===== src/rtl/mem_access_ctrl.sv =====
// mem_access_ctrl
// Sequencer for the MAR/MDR memory path. It arbitrates round-robin between
// the instruction-fetch requester and the load/store requester, then for
// the granted request walks IDLE -> ADDR -> ACCESS -> (CAPTURE) -> DONE.
// Along the way it drives the MAR/MDR strobes and the memory handshake.
//
// Optional feature macro: MEMCTRL_TIMEOUT_EN
//   defined   : the ACCESS wait counter is present; after WAIT_MAX ACCESS
//               cycles with no mem_ack the transaction ends in DONE with
//               err pulsed.
//   undefined : no counter; ACCESS waits for mem_ack indefinitely; err = 0.
//
// Ports
//   clock, clear_n    rising-edge clock, asynchronous active-low reset
//   if_req/if_addr    fetch request (always a read) and its address
//   if_gnt            fetch granted, ADDR through DONE
//   ls_req/ls_we/ls_addr  load/store request, 1 = store, address
//   ls_gnt            load/store granted, ADDR through DONE
//   MARin, MDRin      MAR / MDR load strobes
//   Read              MDR mux select: 1 = memory data, 0 = bus
//   mem_addr          registered address of the granted request
//   mem_rd, mem_wr    memory read / write strobes (held during ACCESS)
//   mem_ack           memory completion, only looked at in ACCESS
//   busy              high in any state other than IDLE
//   done, err         one-cycle completion pulse, timeout pulse with done
module mem_access_ctrl #(
  parameter int ADDR_W   = 9,
  parameter int WAIT_MAX = 15
) (
  input  logic              clock,
  input  logic              clear_n,
  input  logic              if_req,
  input  logic [ADDR_W-1:0] if_addr,
  output logic              if_gnt,
  input  logic              ls_req,
  input  logic              ls_we,
  input  logic [ADDR_W-1:0] ls_addr,
  output logic              ls_gnt,
  output logic              MARin,
  output logic              MDRin,
  output logic              Read,
  output logic [ADDR_W-1:0] mem_addr,
  output logic              mem_rd,
  output logic              mem_wr,
  input  logic              mem_ack,
  output logic              busy,
  output logic              done,
  output logic              err
);

  typedef enum logic [2:0] {
    ST_IDLE    = 3'd0,
    ST_ADDR    = 3'd1,
    ST_ACCESS  = 3'd2,
    ST_CAPTURE = 3'd3,
    ST_DONE    = 3'd4
  } state_t;

  state_t state_r;
  state_t state_s;

  logic any_req_s;   // at least one requester is asking
  logic win_ls_s;    // arbitration winner is load/store
  logic cur_ls_s;    // source of the transaction the next state belongs to
  logic cur_we_s;    // op of the transaction the next state belongs to
  logic timeout_s;   // ACCESS expires this cycle with no ack
  logic src_ls_r;    // latched source of the granted request
  logic we_r;        // latched op: 1 = store
  logic last_ls_r;   // last grant pointer: 1 = load/store granted last

  // Next-cycle output values, registered below
  logic if_gnt_s, ls_gnt_s, marin_s, mdrin_s, read_s;
  logic mem_rd_s, mem_wr_s, busy_s, done_s, err_s;

`ifdef MEMCTRL_TIMEOUT_EN
  localparam int CNT_W = (WAIT_MAX > 1) ? $clog2(WAIT_MAX) : 1;
  logic [CNT_W-1:0] cnt_r;

  // Wait counter: zero on ACCESS entry, counts ACCESS cycles
  always_ff @(posedge clock or negedge clear_n) begin
    if (!clear_n) begin
      cnt_r <= {CNT_W{1'b0}};
    end else if (state_r == ST_ACCESS) begin
      cnt_r <= cnt_r + CNT_W'(1);
    end else begin
      cnt_r <= {CNT_W{1'b0}};
    end
  end

  // Last permitted ACCESS cycle without an ack; an ack in that cycle still wins
  assign timeout_s = (state_r == ST_ACCESS) && !mem_ack &&
                     (cnt_r == CNT_W'(WAIT_MAX - 1));
`else
  logic unused_wait_max_s;
  assign unused_wait_max_s = (WAIT_MAX > 0);
  assign timeout_s = 1'b0;
`endif

  // Round-robin arbitration and selection of the transaction's source/op
  always_comb begin
    any_req_s = if_req | ls_req;
    // On a tie the requester that was not granted last wins
    win_ls_s  = ls_req & (~if_req | ~last_ls_r);
    if (state_r == ST_IDLE) begin
      cur_ls_s = win_ls_s;
      cur_we_s = win_ls_s & ls_we;
    end else begin
      cur_ls_s = src_ls_r;
      cur_we_s = we_r;
    end
  end

  // State register
  always_ff @(posedge clock or negedge clear_n) begin
    if (!clear_n) begin
      state_r <= ST_IDLE;
    end else begin
      state_r <= state_s;
    end
  end

  // Next-state logic
  always_comb begin
    state_s = state_r;
    case (state_r)
      ST_IDLE: begin
        if (any_req_s) begin
          state_s = ST_ADDR;
        end else begin
          state_s = ST_IDLE;
        end
      end
      ST_ADDR: state_s = ST_ACCESS;
      ST_ACCESS: begin
        if (mem_ack) begin
          state_s = we_r ? ST_DONE : ST_CAPTURE;
        end else if (timeout_s) begin
          // A timed-out read skips CAPTURE so the MDR is left untouched
          state_s = ST_DONE;
        end else begin
          state_s = ST_ACCESS;
        end
      end
      ST_CAPTURE: state_s = ST_DONE;
      ST_DONE:    state_s = ST_IDLE;
      default:    state_s = ST_IDLE;
    endcase
  end

  // Grant capture: winner, op, address and round-robin pointer
  always_ff @(posedge clock or negedge clear_n) begin
    if (!clear_n) begin
      src_ls_r  <= 1'b0;
      we_r      <= 1'b0;
      last_ls_r <= 1'b1;
      mem_addr  <= {ADDR_W{1'b0}};
    end else if ((state_r == ST_IDLE) && any_req_s) begin
      src_ls_r  <= win_ls_s;
      we_r      <= win_ls_s & ls_we;
      last_ls_r <= win_ls_s;
      mem_addr  <= win_ls_s ? ls_addr : if_addr;
    end else begin
      src_ls_r  <= src_ls_r;
      we_r      <= we_r;
      last_ls_r <= last_ls_r;
      mem_addr  <= mem_addr;
    end
  end

  // Output decode from the next state so registered outputs line up with it
  always_comb begin
    busy_s   = (state_s != ST_IDLE);
    if_gnt_s = busy_s & ~cur_ls_s;
    ls_gnt_s = busy_s &  cur_ls_s;
    marin_s  = (state_s == ST_ADDR);
    // Store: MDR takes the bus in ADDR; read: MDR takes memory in CAPTURE
    mdrin_s  = ((state_s == ST_ADDR) & cur_we_s) | (state_s == ST_CAPTURE);
    read_s   = (state_s == ST_CAPTURE);
    mem_rd_s = (state_s == ST_ACCESS) & ~cur_we_s;
    mem_wr_s = (state_s == ST_ACCESS) &  cur_we_s;
    done_s   = (state_s == ST_DONE);
    err_s    = timeout_s;
  end

  // Output register
  always_ff @(posedge clock or negedge clear_n) begin
    if (!clear_n) begin
      busy   <= 1'b0;
      if_gnt <= 1'b0;
      ls_gnt <= 1'b0;
      MARin  <= 1'b0;
      MDRin  <= 1'b0;
      Read   <= 1'b0;
      mem_rd <= 1'b0;
      mem_wr <= 1'b0;
      done   <= 1'b0;
      err    <= 1'b0;
    end else begin
      busy   <= busy_s;
      if_gnt <= if_gnt_s;
      ls_gnt <= ls_gnt_s;
      MARin  <= marin_s;
      MDRin  <= mdrin_s;
      Read   <= read_s;
      mem_rd <= mem_rd_s;
      mem_wr <= mem_wr_s;
      done   <= done_s;
      err    <= err_s;
    end
  end

endmodule

===== config.mk =====
export PLATFORM = sky130hd
export DESIGN_NAME = mem_access_ctrl
export DESIGN_NICKNAME = d
export VERILOG_FILES = /design/src/rtl/mem_access_ctrl.sv
export SDC_FILE = /design/constraint.sdc
export NUM_CORES = 1
export LEC_CHECK = 0
export ABC_AREA = 1
export CAP_MARGIN = 20
export CELL_PAD_IN_SITES_DETAIL_PLACEMENT = 0
export CELL_PAD_IN_SITES_GLOBAL_PLACEMENT = 2
export CORE_MARGIN = 1
export CORE_UTILIZATION = 23
export DETAILED_ROUTE_END_ITERATION = 12
export MAX_ROUTING_LAYER = met4
export PLACE_DENSITY = 0.87
export SYNTH_ARGS = -nofsm -noshare
export SYNTH_HDL_FRONTEND = slang
export SYNTH_SLANG_ARGS = --single-unit
export TNS_END_PERCENT = 1

===== constraint.sdc =====
create_clock -name clock -period 1.5 [get_ports clock]
set_input_delay 0.3 -clock clock [delete_from_list [all_inputs] [get_ports clock]]
set_output_delay 0.3 -clock clock [all_outputs]
set_load 0.01 [all_outputs]

==> flow_metrics.env, run 1 <==
export IMPL_status="completed"
export IMPL_finalWorstSetupSlack_ns=0.0322
export IMPL_synth_cell_types=20
export IMPL_via_per_inst=4.17
export IMPL_io_pins=43
export IMPL_ys_top_cells_by_area="dfrtp_1 55%, o21ai_1 7.7%, nand2_1 7.6%, nor2_1 5.4%, inv_1 4.7%"
export IMPL_cp_start_kind="flip-flop"
export IMPL_dr_pass1_iters=4
export IMPL_yosys_area_share_xor_xnor=0
export IMPL_synth_mux_area_frac=0
export IMPL_synth_compound_area_frac=0.113
export IMPL_synth_area_per_cell_um2=9.07
export IMPL_rsz0062_at_grt="no"
export IMPL_die_h_um=69.4
export IMPL_dieWidth_um=69.4
export IMPL_portBuffers=41
export IMPL_yosys_area_share_simple=0.213
export IMPL_grt_usage=0.117
export IMPL_ant_nets=0
export IMPL_p_leak_nw=0.849
export IMPL_synth_edf_count=0
export IMPL_finalInstanceArea_um2=1650
export IMPL_min_period_over_period=0.979
export IMPL_skew_ns=0.00179
export IMPL_cpPeakStageDelay_ns=0.54
export IMPL_hpwl_mm=1.97
export IMPL_grt_max_degree=25
export IMPL_drive_gt1_frac=0.162
export IMPL_clkSlewWorstSetupHoldPaths_ns=0.08
export IMPL_slowest_stage="clkdlybuf4s50_1"
export IMPL_cts_buffers=3
export IMPL_ys_seq_area_frac=0.577
export IMPL_routedWlPerCell_um=11.5
export IMPL_max_freq_ghz=0.681
export IMPL_ir_worst_vdd_mv=0.576
export IMPL_crit_path_end_kind="output pin"
export IMPL_worstPathMaxFanout=2
export IMPL_synthAdderAreaFrac=0
export IMPL_maxCapViolations=0
export IMPL_synth_area_um2=1040
export IMPL_die_area_um2=4810
export IMPL_insertion_delay_ns=0.27
export IMPL_rows=24
export IMPL_final_max_slew_viol_count=0
export IMPL_start_util=0.240
export IMPL_async_reset_ff_frac=1.00
export IMPL_yosysWarnings=0
export IMPL_setup_violations=0
export IMPL_antenna_cells=0
export IMPL_fill_cells=438
export IMPL_clock_sinks=24
export IMPL_multi_input_area_um2=344
export IMPL_yosys_area_top_type_share=0.552
export IMPL_core_area_um2=4350
export IMPL_ys_seq_elements=24
export IMPL_post_cts_buffers=0
export IMPL_power_total_mw=3.09
export IMPL_grt_pass1_vias=928
export IMPL_criticalPathCategory="reg2out"
export IMPL_htreeDepth=1
export IMPL_grt_use_met2=0.193
export IMPL_hold_path_class="in2async"
export IMPL_gr_usage_met3=0.0276
export IMPL_synth_top_family_by_area="simple AND/OR/NAND/NOR gates"
export IMPL_gp_congestion=0.695
export IMPL_drt_iter0_drc=57
export IMPL_seq_area_um2=602
export IMPL_synthFlopType="dfrtp_1"
export IMPL_grt_pass1_wl_mm=4.35
export IMPL_synth_most_common_cell="dfrtp_1"
export IMPL_cts_tree="done"
export IMPL_power_density_nw_per_um2=1870
export IMPL_drc=0
export IMPL_totalWireLength_mm=2.52
export IMPL_hold_viol_final=0
export IMPL_synthCells=115
export IMPL_busiest_layer="met2"
export IMPL_overflow=0
export IMPL_syn_num_nets=139
export IMPL_placed_area_um2=1580
export IMPL_synth_top_area_cell="dfrtp_1"
export IMPL_crit_family="buffers and inverters"
export IMPL_path_buf_inv=1
export IMPL_clockBufferDepth=2
export IMPL_vias=914
export IMPL_synth_commonest_cells="23 x dfrtp_1, 21 x nand2_1, 16 x o21ai_1, 15 x nor2_1, 13 x inv_1"
export IMPL_fin_nets=192
export IMPL_dp_slack_ns=-0.0970
export IMPL_antenna_found_initial=0
export IMPL_crit_arrival_ns=1.17
export IMPL_required_ns=1.20
export IMPL_worstPathCellList="clkdlybuf4s50_1"
export IMPL_syn_to_final_growth_pct=57.8
export IMPL_use_met1=0.139
export IMPL_fin_crit_ns=1.47
export IMPL_root_buffer="clkbuf_8"
==> where the power goes <==
group	switching, mW	internal [mW]	total (mW)
logic	0.764	0.771	1.53
clock network	0.209	0.234	0.444
registers	0.157	0.952	1.11
total	1.13	1.96	3.09
==> repair_timing <==
item                                   4_1_cts  5_1_grt
hold buffers                                 0        0
endpoints found under the hold margin        0        0
gates resized for setup                      0        6
setup endpoints to repair                    0        6
==> final timing paths <==
kind	from	to	slack, ns	cells past startpoint
min in group clock	last_ls_r	last_ls_r	0.47	2
min	clear_n	Read	0.39	2
max	mem_addr[7]	mem_addr[7]	0.03	1
max reg2reg	state_r[2]	mem_addr[0]	0.29	5
min reg2reg	last_ls_r	last_ls_r	0.47	2
max in group asynchronous	clear_n	last_ls_r	0.83	2
==> registers in the layout, indices dropped and copies added, names as in the netlist <==
name,count
mem_addr,9
state_r,3
MARin,1
MDRin,1
Read,1
busy,1
done,1
if_gnt,1
last_ls_r,1
ls_gnt,1
mem_rd,1
mem_wr,1
src_ls_r,1
we_r,1
==> logic make-up after synthesis <==
kind of cell / count (synthesis)
buffers and inverters: 20
flip-flops: 24
AND/OR/NAND/NOR: 48
other: 1
AO/OA/AOI/OAI: 22
==> final cells by class <==
| cell class | count | share of cell area |
|---|---|---|
| Clock buffer | 4 | 0.0334 |
| Inverter | 16 | 0.0365 |
| Multi-Input combinational cell | 71 | 0.209 |
| Sequential cell | 24 | 0.366 |
| Tap cell | 52 | 0.0395 |
| Timing Repair Buffer | 52 | 0.316 |
==> stage by stage <==
| step | std cells | hold WS, ns | setup TNS [ns] | utilization |
|---|---|---|---|---|
| floorplan | 115 | 0.00441 | 0 | - |
| global placement | 215 | 0.458 | -0.207 | 0.362 |
| detailed placement | 215 | 0.460 | -0.674 | 0.362 |
| CTS | 219 | 0.397 | 0 | 0.375 |
| global route | 219 | 0.429 | 0 | 0.378 |
| finish | 219 | 0.388 | 0 | 0.378 |
==> routing by layer <==
layer,vias up,part of all wire
met5,-,0
met4,0,0.011
met3,3,0.046
met2,31,0.52
met1,421,0.42
li1,459,-
==> cell usage in the layout, fill, tap and decap left out <==
master	n
nor2_4	2
o21ai_1	16
inv_2	2
nand2_2	2
conb_1	1
dlymetal6s2s_1	6
nand3_2	1
nand2_1	21
dfstp_2	1
dfrtp_1	23
clkdlybuf4s50_1	35
buf_4	10
buf_12	1
nor2_2	1
o21ai_0	4
o21ai_2	1
nand3_1	5
clkinv_1	1
nor2_1	15
inv_1	13
nand2_4	1
clkbuf_8	4
a21oi_2	1
(Power assumes the default switching activity.)
==> inputs of run 2 (changes only) <==
--- a/config.mk
+++ b/config.mk
@@ -12,7 +12,6 @@
 export CORE_MARGIN = 1
 export CORE_UTILIZATION = 23
 export DETAILED_ROUTE_END_ITERATION = 12
-export MAX_ROUTING_LAYER = met4
 export PLACE_DENSITY = 0.87
 export SYNTH_ARGS = -nofsm -noshare
 export SYNTH_HDL_FRONTEND = slang
==> run 2 against run 1 <==
  * Power about the same
  * Clock skew about the same
  * Die area unchanged
  * Flip-flop and latch count unchanged
  * Non-clock buffer count unchanged
  * Worst hold slack improved by 0.0013 ns
  * Sequential power about the same
  * Register-to-register slack about the same
  * Combinational power about the same
  * Critical path depth unchanged
  * Critical path type unchanged
  * Largest cell class unchanged
==> flow_metrics.env, run 2 (synthesis gave the netlist of run 1 again) <==
export IMPL_start_util=0.240
export IMPL_finalWorstSetupSlack_ns=0.0340
export IMPL_drc=0
export IMPL_skew_ns=0.00140
export IMPL_grt_usage=0.114
export IMPL_overflow=0
export IMPL_r2r_start="state_r[2]"
export IMPL_core_area_um2=4350
export IMPL_criticalPathCategory="reg2out"
export IMPL_gp_congestion=0.688
export IMPL_insertion_delay_ns=0.27
export IMPL_setup_violations=0
export IMPL_worstPathMaxFanout=2
export IMPL_fin_nets=192
export IMPL_clockBufferDepth=2
export IMPL_root_buffer="clkbuf_8"
export IMPL_crit_path_end_kind="output pin"
export IMPL_cts_tree="done"
export IMPL_die_area_um2=4810
export IMPL_top_regs="mem_addr x9, state_r x3"
export IMPL_power_frac_seq=0.359
export IMPL_syn_to_final_growth_pct=57.8
export IMPL_final_max_slew_viol_count=0
export IMPL_clock_sinks=24
export IMPL_hold_viol_final=0
export IMPL_cpPeakStageDelay_ns=0.54
export IMPL_finalInstanceArea_um2=1650
export IMPL_dieWidth_um=69.4
export IMPL_maxCapViolations=0
export IMPL_min_period_over_period=0.977
export IMPL_dp_cells=215
export IMPL_antenna_found_initial=0
export IMPL_crit_arrival_ns=1.17
export IMPL_p_sw_frac=0.366
export IMPL_dp_slack_ns=-0.0970
export IMPL_seq_area_um2=602
export IMPL_grt_max_degree=25
export IMPL_cp_start_kind="flip-flop"
export IMPL_layout_common_cells="35 x clkdlybuf4s50_1, 23 x dfrtp_1, 21 x nand2_1"
export IMPL_htreeDepth=1
export IMPL_fin_crit_ns=1.47
export IMPL_via_per_inst=4.18
export IMPL_ant_nets=0
export IMPL_placed_area_um2=1580
export IMPL_ir_worst_vdd_mv=0.578
export IMPL_portBuffers=41
export IMPL_drt_iter0_drc=37
export IMPL_drive_gt1_frac=0.162
export IMPL_totalWireLength_mm=2.52
export IMPL_hold_path_class="in2async"
export IMPL_dr_pass1_iters=5
export IMPL_vias=915
export IMPL_rr_worst_depth=5
export IMPL_die_h_um=69.4
export IMPL_layoutNonFillerInstCount=219
export IMPL_comb_power_share=0.497
export IMPL_required_ns=1.20
export IMPL_power_density_nw_per_um2=1870
export IMPL_p_int_mw=1.96
export IMPL_post_cts_buffers=0
export IMPL_crit_family="buffers and inverters"
export IMPL_worst_path_stages=1
export IMPL_regMostFlops="mem_addr"
export IMPL_slowest_stage="clkdlybuf4s50_1"
export IMPL_grt_pass1_vias=928
export IMPL_multi_input_area_um2=344
export IMPL_fill_cells=438
export IMPL_rr_endpoint="mem_addr[0]"
export IMPL_p_leak_nw=0.849
export IMPL_p_clk_frac=0.144
export IMPL_largest_reg_flops=9
export IMPL_path_buf_inv=1
export IMPL_switching_power_mw=1.13
export IMPL_rows=24
export IMPL_rrSetupSlack_ns=0.29
export IMPL_mostFrequentLayoutCell="clkdlybuf4s50_1"
export IMPL_grt_pass1_wl_mm=4.34
export IMPL_worstPathCellList="clkdlybuf4s50_1"
export IMPL_status="completed"
export IMPL_clkSlewWorstSetupHoldPaths_ns=0.08
export IMPL_cts_buffers=3
export IMPL_power_total_mw=3.09
export IMPL_cts_hold_buf=0
export IMPL_antenna_cells=0
export IMPL_hpwl_mm=1.97
export IMPL_max_freq_ghz=0.682
export IMPL_routedWlPerCell_um=11.5
export IMPL_io_pins=43
export IMPL_rsz0062_at_grt="no"
[run 2: power groups by stage]
stage	combinational, mW	sequential [mW]	clock (mW)
finish	1.53	1.11	0.443
global route	1.71	1.15	0.479
CTS	1.57	1.12	0.455
detailed placement	1.57	1.13	0
global placement	1.55	1.11	0
floorplan	0.735	1.21	0
[run 2: how the worst max path moves through the flow]
stage           startpoint           to  slack (ns)
2_1_floorplan   state_r[2]  mem_addr[2]        0.40
3_3_place_gp        ls_req       ls_gnt       -0.07
3_5_place_dp        ls_req       ls_gnt        -0.1
4_1_cts        mem_addr[0]  mem_addr[0]        0.01
5_1_grt        mem_addr[6]  mem_addr[6]      0.0001
6_report       mem_addr[7]  mem_addr[7]        0.03
[run 2: per-stage QoR]
step	utilization	hold slack, ns	setup TNS [ns]
5_1_grt	0.378	0.431	0
4_1_cts	0.375	0.397	0
6_report	0.378	0.390	0
3_5_place_dp	0.362	0.460	-0.674
3_3_place_gp	0.362	0.458	-0.207
2_1_floorplan	-	0.00441	0
[run 2: layout make-up]
class | instances | area share
clock buffers | 4 | 0.0334
multi-input cells | 71 | 0.209
repair buffers | 52 | 0.316
flip-flops and latches | 24 | 0.366
inverters | 16 | 0.0365
well taps | 52 | 0.0395
[run 2: layer usage]
layer / GRT usage / routed length [um] / share of wire
met5: 0 / 0 / 0
met4: 0.0408 / 27 / 0.011
met3: 0.0276 / 130 / 0.052
met2: 0.193 / 1300 / 0.52
met1: 0.140 / 1060 / 0.42
[run 2: repair_timing]
item	in CTS	in global routing
resized for setup	0	6
endpoints found under the hold margin	0	0
setup endpoints to repair	0	6
